$ cat config.mk
export PLATFORM = sky130hd
export DESIGN_NAME = mem_responder
export DESIGN_NICKNAME = d
export VERILOG_FILES = /design/src/rtl/mem_responder_pkg.sv /design/src/rtl/mem_responder_array.sv /design/src/rtl/mem_responder.sv
export SDC_FILE = /design/constraint.sdc
export NUM_CORES = 1
export LEC_CHECK = 0
export CAP_MARGIN = 25
export CORE_MARGIN = 2
export CORE_UTILIZATION = 60
export DETAILED_ROUTE_END_ITERATION = 8
export PLACE_DENSITY_LB_ADDON = 0.08
export SYNTH_ARGS = -nofsm -noshare
export SYNTH_HDL_FRONTEND = slang
export SYNTH_SLANG_ARGS = --single-unit
export TNS_END_PERCENT = 5
$ cat constraint.sdc
create_clock -name clock -period 3.08 [get_ports clock]
set_input_delay 0.616 -clock clock [delete_from_list [all_inputs] [get_ports clock]]
set_output_delay 0.616 -clock clock [all_outputs]
set_load 0.01 [all_outputs]
$ cat src/rtl/mem_responder_pkg.sv
// mem_responder_pkg: types and helpers shared by the memory responder.
//   state_t   : responder FSM states
//   WAIT_W    : wait-state counter width
//   parity_f  : even-parity bit of a zero-extended word
package mem_responder_pkg;

  localparam int WAIT_W    = 4;
  localparam int PAR_MAX_W = 64;

  typedef enum logic [1:0] {
    IDLE = 2'd0,
    WAIT = 2'd1,
    RESP = 2'd2
  } state_t;

  // Returns the bit that makes the stored word plus parity an even count of ones.
  function automatic logic parity_f(input logic [PAR_MAX_W-1:0] d);
    return ^d;
  endfunction

endpackage

$ cat src/rtl/mem_responder_array.sv
// mem_responder_array: DEPTH x WORD_W storage for the memory responder.
// Ports:
//   clock   : system clock
//   reset   : synchronous active-low; clears every word to zero
//   wr_en   : write strobe, writes wr_word at wr_idx on the rising edge
//   wr_idx  : write word index
//   wr_word : write word (data, plus parity bit when enabled in the top)
//   rd_idx  : read word index
//   rd_word : combinational read of word rd_idx
module mem_responder_array
  import mem_responder_pkg::*;
#(
  parameter int DEPTH  = 16,
  parameter int WORD_W = 8,
  parameter int IDX_W  = 4
) (
  input  logic              clock,
  input  logic              reset,
  input  logic              wr_en,
  input  logic [IDX_W-1:0]  wr_idx,
  input  logic [WORD_W-1:0] wr_word,
  input  logic [IDX_W-1:0]  rd_idx,
  output logic [WORD_W-1:0] rd_word
);

  logic [WORD_W-1:0] mem [DEPTH];

  always_ff @(posedge clock) begin
    if (!reset) begin
      for (int i = 0; i < DEPTH; i++) mem[i] <= '0;
    end else if (wr_en) begin
      mem[wr_idx] <= wr_word;
    end
  end

  assign rd_word = mem[rd_idx];

endmodule

$ cat src/rtl/mem_responder.sv
// mem_responder: handshaked memory with fixed wait states for the fetch/operand bus.
// Build option: MEM_RESPONDER_PARITY_EN adds a stored even-parity bit per word,
// checked on reads (mismatch -> ack with err and the stored word on rdata).
// Ports:
//   clock : system clock
//   reset : synchronous active-low
//   req   : request strobe, sampled in IDLE only
//   we    : 1 = write, 0 = read (sampled with req)
//   addr  : word address (sampled with req)
//   wdata : write data (sampled with req)
//   ack   : one-cycle completion pulse
//   rdata : read data, valid with ack and held until the next ack
//   busy  : high from the cycle after acceptance through the ack cycle
//   err   : qualifies ack; out-of-range address or parity fault
//
// state | meaning
// IDLE  | waiting for req; the ack cycle of the previous access is spent here
// WAIT  | counting down wait states, bus inputs ignored
// RESP  | access performed; output registers load ack/err/rdata on exit
module mem_responder
  import mem_responder_pkg::*;
#(
  parameter int ADDR_W      = 8,
  parameter int DATA_W      = 8,
  parameter int DEPTH       = 16,
  parameter int WAIT_CYCLES = 2
) (
  input  logic              clock,
  input  logic              reset,
  input  logic              req,
  input  logic              we,
  input  logic [ADDR_W-1:0] addr,
  input  logic [DATA_W-1:0] wdata,
  output logic              ack,
  output logic [DATA_W-1:0] rdata,
  output logic              busy,
  output logic              err
);

  localparam int IDX_W = (DEPTH > 1) ? $clog2(DEPTH) : 1;
`ifdef MEM_RESPONDER_PARITY_EN
  localparam int WORD_W = DATA_W + 1;
`else
  localparam int WORD_W = DATA_W;
`endif

  state_t              state, state_nxt;
  logic [WAIT_W-1:0]   cnt;
  logic [ADDR_W-1:0]   addr_q;
  logic                we_q;
  logic [DATA_W-1:0]   wdata_q;
  logic                in_range;
  logic                mem_we;
  logic [WORD_W-1:0]   wr_word;
  logic [WORD_W-1:0]   rd_word;
  logic [DATA_W-1:0]   rd_data;
  logic                par_fault;
  logic                ack_d, busy_d, err_d;
  logic [DATA_W-1:0]   rdata_d;

  // One extra bit so DEPTH == 2**ADDR_W still compares correctly.
  assign in_range = ({1'b0, addr_q} < (ADDR_W + 1)'(DEPTH));

`ifdef MEM_RESPONDER_PARITY_EN
  assign wr_word   = {parity_f(PAR_MAX_W'(wdata_q)), wdata_q};
  assign rd_data   = rd_word[DATA_W-1:0];
  assign par_fault = rd_word[DATA_W] != parity_f(PAR_MAX_W'(rd_word[DATA_W-1:0]));
`else
  assign wr_word   = wdata_q;
  assign rd_data   = rd_word;
  assign par_fault = 1'b0;
`endif

  mem_responder_array #(
    .DEPTH  (DEPTH),
    .WORD_W (WORD_W),
    .IDX_W  (IDX_W)
  ) u_array (
    .clock   (clock),
    .reset   (reset),
    .wr_en   (mem_we),
    .wr_idx  (addr_q[IDX_W-1:0]),
    .wr_word (wr_word),
    .rd_idx  (addr_q[IDX_W-1:0]),
    .rd_word (rd_word)
  );

  always_ff @(posedge clock) begin
    if (!reset) state <= IDLE;
    else        state <= state_nxt;
  end

  always_comb begin
    state_nxt = state;
    case (state)
      IDLE: if (req) state_nxt = (WAIT_CYCLES == 0) ? RESP : WAIT;
      WAIT: if (cnt == WAIT_W'(1)) state_nxt = RESP;
      RESP: state_nxt = IDLE;
      default: state_nxt = IDLE;
    endcase
  end

  // Request capture and wait-state down-counter.
  always_ff @(posedge clock) begin
    if (!reset) begin
      cnt     <= '0;
      addr_q  <= '0;
      we_q    <= 1'b0;
      wdata_q <= '0;
    end else begin
      case (state)
        IDLE: if (req) begin
          cnt     <= WAIT_W'(WAIT_CYCLES);
          addr_q  <= addr;
          we_q    <= we;
          wdata_q <= wdata;
        end
        WAIT: cnt <= cnt - 1'b1;
        default: ;
      endcase
    end
  end

  // Output next-values; they register on the edge leaving RESP, so ack lands
  // WAIT_CYCLES+1 edges after acceptance and the write commits on that same edge.
  always_comb begin
    ack_d   = (state == RESP);
    busy_d  = (state != IDLE);
    err_d   = 1'b0;
    rdata_d = rdata;
    mem_we  = 1'b0;
    if (state == RESP) begin
      if (!in_range) begin
        err_d = 1'b1;
        if (!we_q) rdata_d = '0;
      end else if (we_q) begin
        mem_we = 1'b1;
      end else begin
        rdata_d = rd_data;
        err_d   = par_fault;
      end
    end
  end

  always_ff @(posedge clock) begin
    if (!reset) begin
      ack   <= 1'b0;
      busy  <= 1'b0;
      err   <= 1'b0;
      rdata <= '0;
    end else begin
      ack   <= ack_d;
      busy  <= busy_d;
      err   <= err_d;
      rdata <= rdata_d;
    end
  end

endmodule

# Yosys cells after proc, flatten, opt, wreduce, memory -nomap -nowiden

Memories as Yosys holds them, arrays and structs flattened. A register that Yosys moved wholly into a read port is not among the register bits.
Cells that the tools add are included.

RAM bits: 128
Memories: 1
Output and inout port bits: 11
Bits of input ports: 20
Register bits after elaboration: 34
Word-level logic and storage cells: 48

Memory list:

| name        | depth | width | rd ports | clocked after Yosys merged registers in | wr ports | line                      | RTL |
|---|---|---|---|---|---|---|---|
| u_array.mem | 16    | 8     | 1        | 1                                       | 16       | mem_responder_array.sv:26 | `logic [WORD_W-1:0] mem [DEPTH];` |

Reduce and logical (&&, ||, !) cells: 9
Bitwise operators: 1
Add/subtract/negate cells: 1
Magnitude comparators: 1
Mux-type cells: 21
Equal/unequal tests: 5

Operator list:

| operator                                                   | count |
|---|---|
| two-way mux 8 bit                                          | 4 |
| two-way mux 4 bit                                          | 4 |
| AND reduction 2 bit                                        | 5 |
| two-way mux 1 bit                                          | 9 |
| less-than comparator 8 x 5 -> 1 bit, second input constant | 1 |
| one-hot mux 4 bit (2 select lines)                         | 1 |
| OR reduction 8 bit                                         | 1 |
| equality test 4 x 1 -> 1 bit, second input constant        | 1 |
| two-way mux 2 bit                                          | 2 |
| != test 2 bit, second input constant                       | 2 |
| one-hot mux 2 bit (2 select lines)                         | 1 |
| nonzero test 2 bit                                         | 2 |
| subtractor 4 x 1 -> 4 bit, second input constant           | 1 |
| equality test 2 x 1 -> 1 bit, second input constant        | 1 |
| equality test 2 bit, second input constant                 | 1 |
| zero test 2 bit                                            | 1 |
| inverter 1 bit                                             | 1 |

# Logic depth before layout (Yosys ltp)

Gate-level depths: netlist of the first run.

Word-level depth: 8
Gate-level depth with buffers: 7
Gate-level depth less buffers: 5

# Cells and area by module

From an unflattened synthesis of the first run, not the netlist that was laid out.

Cell total of the unflattened synthesis: 526
Area, all modules: 7221.9 um^2

Modules (own cells, without submodules):

| module              | sequential area each (um^2) | area each (um^2) | instances | cells each |
|---|---|---|---|---|
| mem_responder_array | 3843.7                      | 5948.2           | 1         | 375 |
| mem_responder       | 680.7                       | 1273.7           | 1         | 151 |

# Least setup slack after synthesis of the first run

OpenSTA, ideal clock, no wires.

Path type: in2reg
From: input reset
To: memory u_array.mem[1][0] (enable)
Setup time: 0.384 ns
Buffers on the path: 1
Required time: 2.696 ns
Data arrival time: 2.031 ns
Cell stages on the path: 4
Path slack: 0.665 ns
Cell sequence: nand3b_1 -> or4b_1 -> buf_2 -> o21ai_0

RTL lines:

| element         | line                      | RTL |
|---|---|---|
| start, declared | mem_responder.sv:29       | `input logic reset,` |
| end, declared   | mem_responder_array.sv:26 |  |

==> flow_metrics.py, run 1 <==
metrics = {
    "setup_path": {
        "end_kind": "flip-flop",
        "crit_path_cell_trace": "clkdlybuf4s50_1 -> nand3b_1 -> or4b_1 -> o21ai_0 -> buf_4",
        "max_stage_delay_ns": 0.79,
        "critical-path-top-delay-family": "simple AND/OR/NAND/NOR gates",
        "worstPathRequired_ns": 3.21,
        "path_buf_inv": 2,
        "timing.rr.start": "state[0]",
        "critPathCapture": "u_array.mem[0][3]",
        "crit_slowest_cell": "or4b_1",
        "crit_cells": 5,
        "startpoint_type": "input pin",
        "r2r_slack_ns": 0.88,
        "worstPathArrival_ns": 2.49,
        "setup.worst_path.start": "reset",
        "regToRegEndpoint": "u_array.mem[0][3]",
        "path_class": "input pin to flip-flop",
        "critPathMaxFanout": 8,
        "ff2ff_path_depth": 4,
    },
    "logic_synthesis": {
        "ys_seq_area_frac": 0.634,
        "yosysMostFrequentCell": "and2_1",
        "synthMuxAreaShare": 0.113,
        "yosys_most_used_dff": "edfxtp_1",
        "synth-simple-area-share": 0.182,
        "yosysWarningCount": 0,
        "synth_fa_ha_area_frac": 0.00344,
        "yosysTopAreaCell": "edfxtp_1",
        "syn_area_sq_um": 7270,
        "synth_cell_types": 39,
        "synthTopCellsByArea": "edfxtp_1 53%, and2_1 11%, dfxtp_1 10%",
        "async_flop_share": 0,
        "synth_common_cells": "129 x and2_1, 128 x edfxtp_1, 38 x dfxtp_1, 37 x nand2_1, 32 x mux4_2",
        "synth_cells": 526,
        "syn-num-nets": 548,
        "synth_top_area_frac": 0.529,
        "synth_top_family_by_area": "simple AND/OR/NAND/NOR gates",
        "synth_seq_cells": 166,
        "synth_edf_count": 128,
        "synth_compound_area_frac": 0.0449,
        "synth_xor_area_frac": 0,
        "syn_area_per_cell_sq_um": 13.8,
    },
    "run_status": {
        "run_status": "finished, final reports clean",
    },
    "floorplanning": {
        "die_w_um": 114,
        "rows": 40,
        "start_util": 0.610,
        "fp.dieH_um": 114,
        "io_pins": 31,
        "dieArea_sq_um": 13000,
        "core_area_sq_um": 11900,
    },
    "pwr": {
        "seqPwrFrac": 0.517,
        "power_density_nw_per_um2": 589,
        "switchingPower_mw": 1.04,
        "vdd_drop_max_uv": 584,
        "p_clk_frac": 0.424,
        "p_int_mw": 3.90,
        "power_frac_comb": 0.059,
        "p_sw_frac": 0.210,
        "p_leak_nw": 3.07,
    },
    "drt": {
        "via_count": 4241,
        "wl_met2_um": 7370,
        "ant_nets": 0,
        "dr_wl_met3_um": 939,
        "post_drt_wl_per_cell_um": 20.9,
        "top_layer": "met4",
        "drc_errors": 0,
        "wl_met1_um": 6390,
        "drt-initial-drc-count": 172,
        "first_pass_iters": 4,
        "wirelength_um": 15300,
        "via_per_inst": 5.81,
    },
    "cells_and_area": {
        "fillers": 799,
        "fin_area_sq_um": 8390,
        "n_antenna_cell": 0,
        "layout.nets": 592,
        "drive_gt1_frac": 0.161,
        "syn_to_final_growth_pct": 15.4,
    },
    "cts": {
        "postCtsSetupBuffers": 0,
        "cts.path.max_buffers": 2,
        "cts_inserted_buffers": 17,
        "cts_root_buffer": "clkbuf_16",
        "clock-sinks": 166,
        "cts-hold-fix-buffers": 0,
        "cts_tree": "done",
        "htree_levels": 4,
        "clk_pin_slew_ns": 0.06,
        "cts_resized": 0,
        "clk_latency_ns": 0.43,
    },
    "run": {
        "drv_cap": 0,
    },
    "sta": {
        "relSlewSlack": 0.518,
        "skew_ns": 0.00996,
        "min_period_over_period": 0.766,
        "worst_pin_slew_ns": 0.722,
        "final_hold_viol_count": 0,
        "maxSlewViolCount": 0,
        "max_freq_mhz": 424,
        "min_period_ns": 2.36,
        "setup_tns_ns": 0,
        "setup_viol": 0,
        "layout_setup_ws_ns": 0.721,
        "grt_setup_unrepaired": "no",
    },
    "worst_hold_path": {
        "hp-class": "flip-flop to flip-flop",
    },
    "placement": {
        "dp_hpwl_um": 10100,
        "port_buffers": 30,
        "place_ws_ns": 0.279,
        "placed_area_sq_um": 7800,
        "globalplace.congestion": 0.821,
    },
    "global_route": {
        "grt_use_total": 0.253,
        "antenna_found_initial": 0,
        "grt_pass1_vias": 4391,
        "grt-ovfl-total": 0,
        "grt_pass1_wl_um": 23600,
        "grt_max_degree": 33,
    },
}
==> sequential cells by signal, indices dropped and copies added (netlist names), 2 cells and up, named ones only <==
signal / cells
state: 2
wdata_q: 8
u_array.mem: 128
rdata: 8
cnt: 4
addr_q: 8
==> layout make-up <==
cell class | count | area, sq um | area share
flip-flops and latches | 166 | 4600 | 0.549
multi-input cells | 320 | 2500 | 0.298
repair buffers | 53 | 473 | 0.0564
clock buffers | 21 | 450 | 0.0537
well taps | 147 | 184 | 0.0219
clock inverters | 11 | 131 | 0.0157
inverters | 12 | 45.0 | 0.00537
==> power groups by stage <==
stage	Sequential [mW]	Combinational (mW)	Clock, mW
6_report	2.56	0.290	2.09
5_1_grt	2.56	0.316	2.19
4_1_cts	2.56	0.294	2.12
3_5_place_dp	2.60	0.293	0
3_3_place_gp	2.60	0.287	0
2_1_floorplan	2.56	0.212	0
==> kinds of logic (layout without fill, tap and decap cells) <==
group	after synthesis	in the layout
AND/OR/NAND/NOR	225	225
flip-flops	166	166
AO/OA/AOI/OAI	51	51
multiplexers	42	42
buffers and inverters	40	97
adder cells (fa/ha/maj)	2	2
==> layout by cell type (no fill, tap or decap), drive strengths merged <==
master and instances:
a211o 8, a211oi 1, a21oi 18, a221oi 1, a22oi 1, and2 129
and3 2, and4bb 1, buf 23, bufinv 3, clkbuf 21, clkdlybuf4s50 30
clkinv 6, clkinvlp 2, dfxtp 38, edfxtp 128, ha 2, inv 12
mux2 2, mux2i 8, mux4 32, nand2 37, nand2b 4, nand3 3
nand3b 4, nand4 1, nand4b 2, nor2 32, nor2b 1, nor3 1
nor3b 4, nor4 2, o21ai 13, o21bai 1, o2bb2ai 8, or3b 1
or4b 1
==> layer usage <==
metal  up-vias  GRT usage
li1       1990          -
met1      2076      0.338
met2       136      0.404
met3        39     0.0521
met4         0      0.121
met5         -          0
==> worst min path at each step <==
| stage | startpoint | to | slack (ns) | cells past startpoint |
|---|---|---|---|---|
| after floorplan | addr_q[5] | addr_q[5] | 0.47 | 2 |
| after global placement | addr_q[6] | addr_q[6] | 0.48 | 2 |
| final | addr_q[4] | addr_q[4] | 0.50 | 2 |
| after CTS | addr_q[4] | addr_q[4] | 0.49 | 2 |
| after global routing | addr_q[5] | addr_q[5] | 0.52 | 2 |
| after detailed placement | addr_q[4] | addr_q[4] | 0.48 | 2 |
==> metrics by stage <==
step | instances | hold slack [ns] | util | total power, mW
detailed placement | 698 | 0.485 | 0.655 | 2.90
CTS | 730 | 0.493 | 0.704 | 4.97
global route | 730 | 0.518 | 0.704 | 5.07
floorplan | 526 | 0.468 | - | 2.77
global placement | 698 | 0.476 | 0.655 | 2.89
finish | 730 | 0.496 | 0.704 | 4.94
==> worst register-to-register path: cells and delay by family (launching register included) <==
family	cells	cell delay, ns
AOI/OAI and AO/OA	1	0.29
buffers and inverters	1	0.21
DFF	1	0.39
and+or+nand+nor	2	1.02
Note: power is estimated with default switching activity, not from simulation.
==> run 2: changes to the inputs <==
==> constraint.sdc (replaced) <==
create_clock -name clock -period 2.2 [get_ports clock]
set_input_delay 0.44 -clock clock [delete_from_list [all_inputs] [get_ports clock]]
set_output_delay 0.44 -clock clock [all_outputs]
set_load 0.01 [all_outputs]
==> flow_metrics.py, run 2 (synthesized netlist as in run 1, its figures left out) <==
metrics = {
    "cts": {
        "cts_root_buffer": "clkbuf_16",
        "clock-sinks": 166,
        "clk_latency_ns": 0.43,
        "cts.path.max_buffers": 2,
        "htree_levels": 4,
        "cts-hold-fix-buffers": 0,
        "postCtsSetupBuffers": 0,
        "cts_resized": 0,
        "clk_pin_slew_ns": 0.06,
        "cts_tree": "done",
        "cts_inserted_buffers": 17,
    },
    "floorplanning": {
        "dieArea_sq_um": 13000,
        "fp.dieH_um": 114,
        "core_area_sq_um": 11900,
        "start_util": 0.610,
        "io_pins": 31,
        "rows": 40,
        "die_w_um": 114,
    },
    "sta": {
        "final_hold_viol_count": 0,
        "worst_pin_slew_ns": 0.801,
        "setup_tns_ns": 0,
        "grt_setup_unrepaired": "no",
        "skew_ns": 0.00583,
        "maxSlewViolCount": 0,
        "max_freq_mhz": 507,
        "hold-worst-slack_ns": 0.489,
        "setup_viol": 0,
        "min_period_over_period": 0.897,
        "min_period_ns": 1.97,
        "relSlewSlack": 0.465,
    },
    "placement": {
        "dp_hpwl_um": 10700,
        "globalplace.congestion": 0.837,
        "port_buffers": 30,
    },
    "cells_and_area": {
        "regMostFlops": "u_array.mem",
        "layout.nets": 615,
        "syn_to_final_growth_pct": 18.5,
        "drive_gt1_frac": 0.193,
        "largest_reg_flops": 128,
        "layout_common_cells": "129 x and2_1, 128 x edfxtp_1, 40 x buf_4",
        "mostFrequentLayoutCell": "and2_1",
        "n_antenna_cell": 0,
    },
    "pwr": {
        "p_leak_nw": 3.19,
        "vdd_drop_max_uv": 522,
        "total_power_mw": 6.87,
        "power_density_nw_per_um2": 797,
    },
    "run": {
        "drv_cap": 0,
    },
    "global_route": {
        "grt_pass1_wl_um": 24800,
        "grt_use_total": 0.269,
        "grt_max_degree": 33,
        "grt-ovfl-total": 0,
        "grt_pass1_vias": 4484,
        "antenna_found_initial": 0,
    },
    "worst_hold_path": {
        "hp-class": "flip-flop to flip-flop",
    },
    "drt": {
        "via_per_inst": 5.86,
        "drc_errors": 0,
        "post_drt_wl_per_cell_um": 21.1,
        "drt-initial-drc-count": 288,
        "via_count": 4410,
        "wirelength_um": 15900,
        "first_pass_iters": 4,
        "ant_nets": 0,
    },
    "setup_path": {
        "startpoint_type": "input pin",
        "worstPathArrival_ns": 2.11,
        "worstPathRequired_ns": 2.34,
        "path_class": "input pin to flip-flop",
        "end_kind": "flip-flop",
        "critPathMaxFanout": 8,
    },
    "run_status": {
        "run_status": "finished, final reports clean",
    },
}
[run 2: report_power, final]
part | internal [mW] | switching (mW) | leakage (nW) | total [mW]
Sequential | 3.48 | 0.104 | 1.64 | 3.58
Combinational | 0.213 | 0.226 | 1.29 | 0.439
Clock | 1.69 | 1.16 | 0.261 | 2.85
Total | 5.38 | 1.49 | 3.19 | 6.87
[run 2: layout make-up]
cell class / count / area, sq um
timing repair buffer: 76 / 721
sequential: 166 / 4600
multi-input combinational: 320 / 2500
tap: 147 / 184
fill: 821 / 3300
clock inverter: 10 / 108
clock buffer: 22 / 454
inverter: 12 / 45.0
[run 2: critical path: stages]
cell and delay, ns:
clkdlybuf4s50_1 0.48, nand3b_1 0.12, or4b_1 0.49, buf_4 0.19, o21ai_0 0.19, buf_4 0.21
[run 2: through the flow]
stage	util	worst slack [ns]	instance area (sq um)	cells
floorplan	-	-0.107	7270	526
global placement	0.676	-0.168	8050	721
detailed placement	0.676	-0.211	8050	721
CTS	0.723	0.237	8610	753
global route	0.723	0.146	8610	753
finish	0.723	0.227	8610	753
[run 2: layer usage]
layer  up-vias  wire, um  global-route usage
li1       2041         -                   -
met1      2195      6640               0.361
met2       148      8010               0.437
met3        26       901              0.0484
met4         0       369               0.117
met5         -         0                   0
[run 2: path summary, 6_finish.rpt]
| kind | start | end | slack, ns | cells after the start |
|---|---|---|---|---|
| setup reg to reg | state[0] | u_array.mem[3][1] | 0.34 | 5 |
| hold / removal | addr_q[5] | addr_q[5] | 0.49 | 2 |
| setup / recovery | reset | u_array.mem[3][1] | 0.23 | 6 |
| hold reg to reg | addr_q[5] | addr_q[5] | 0.49 | 2 |
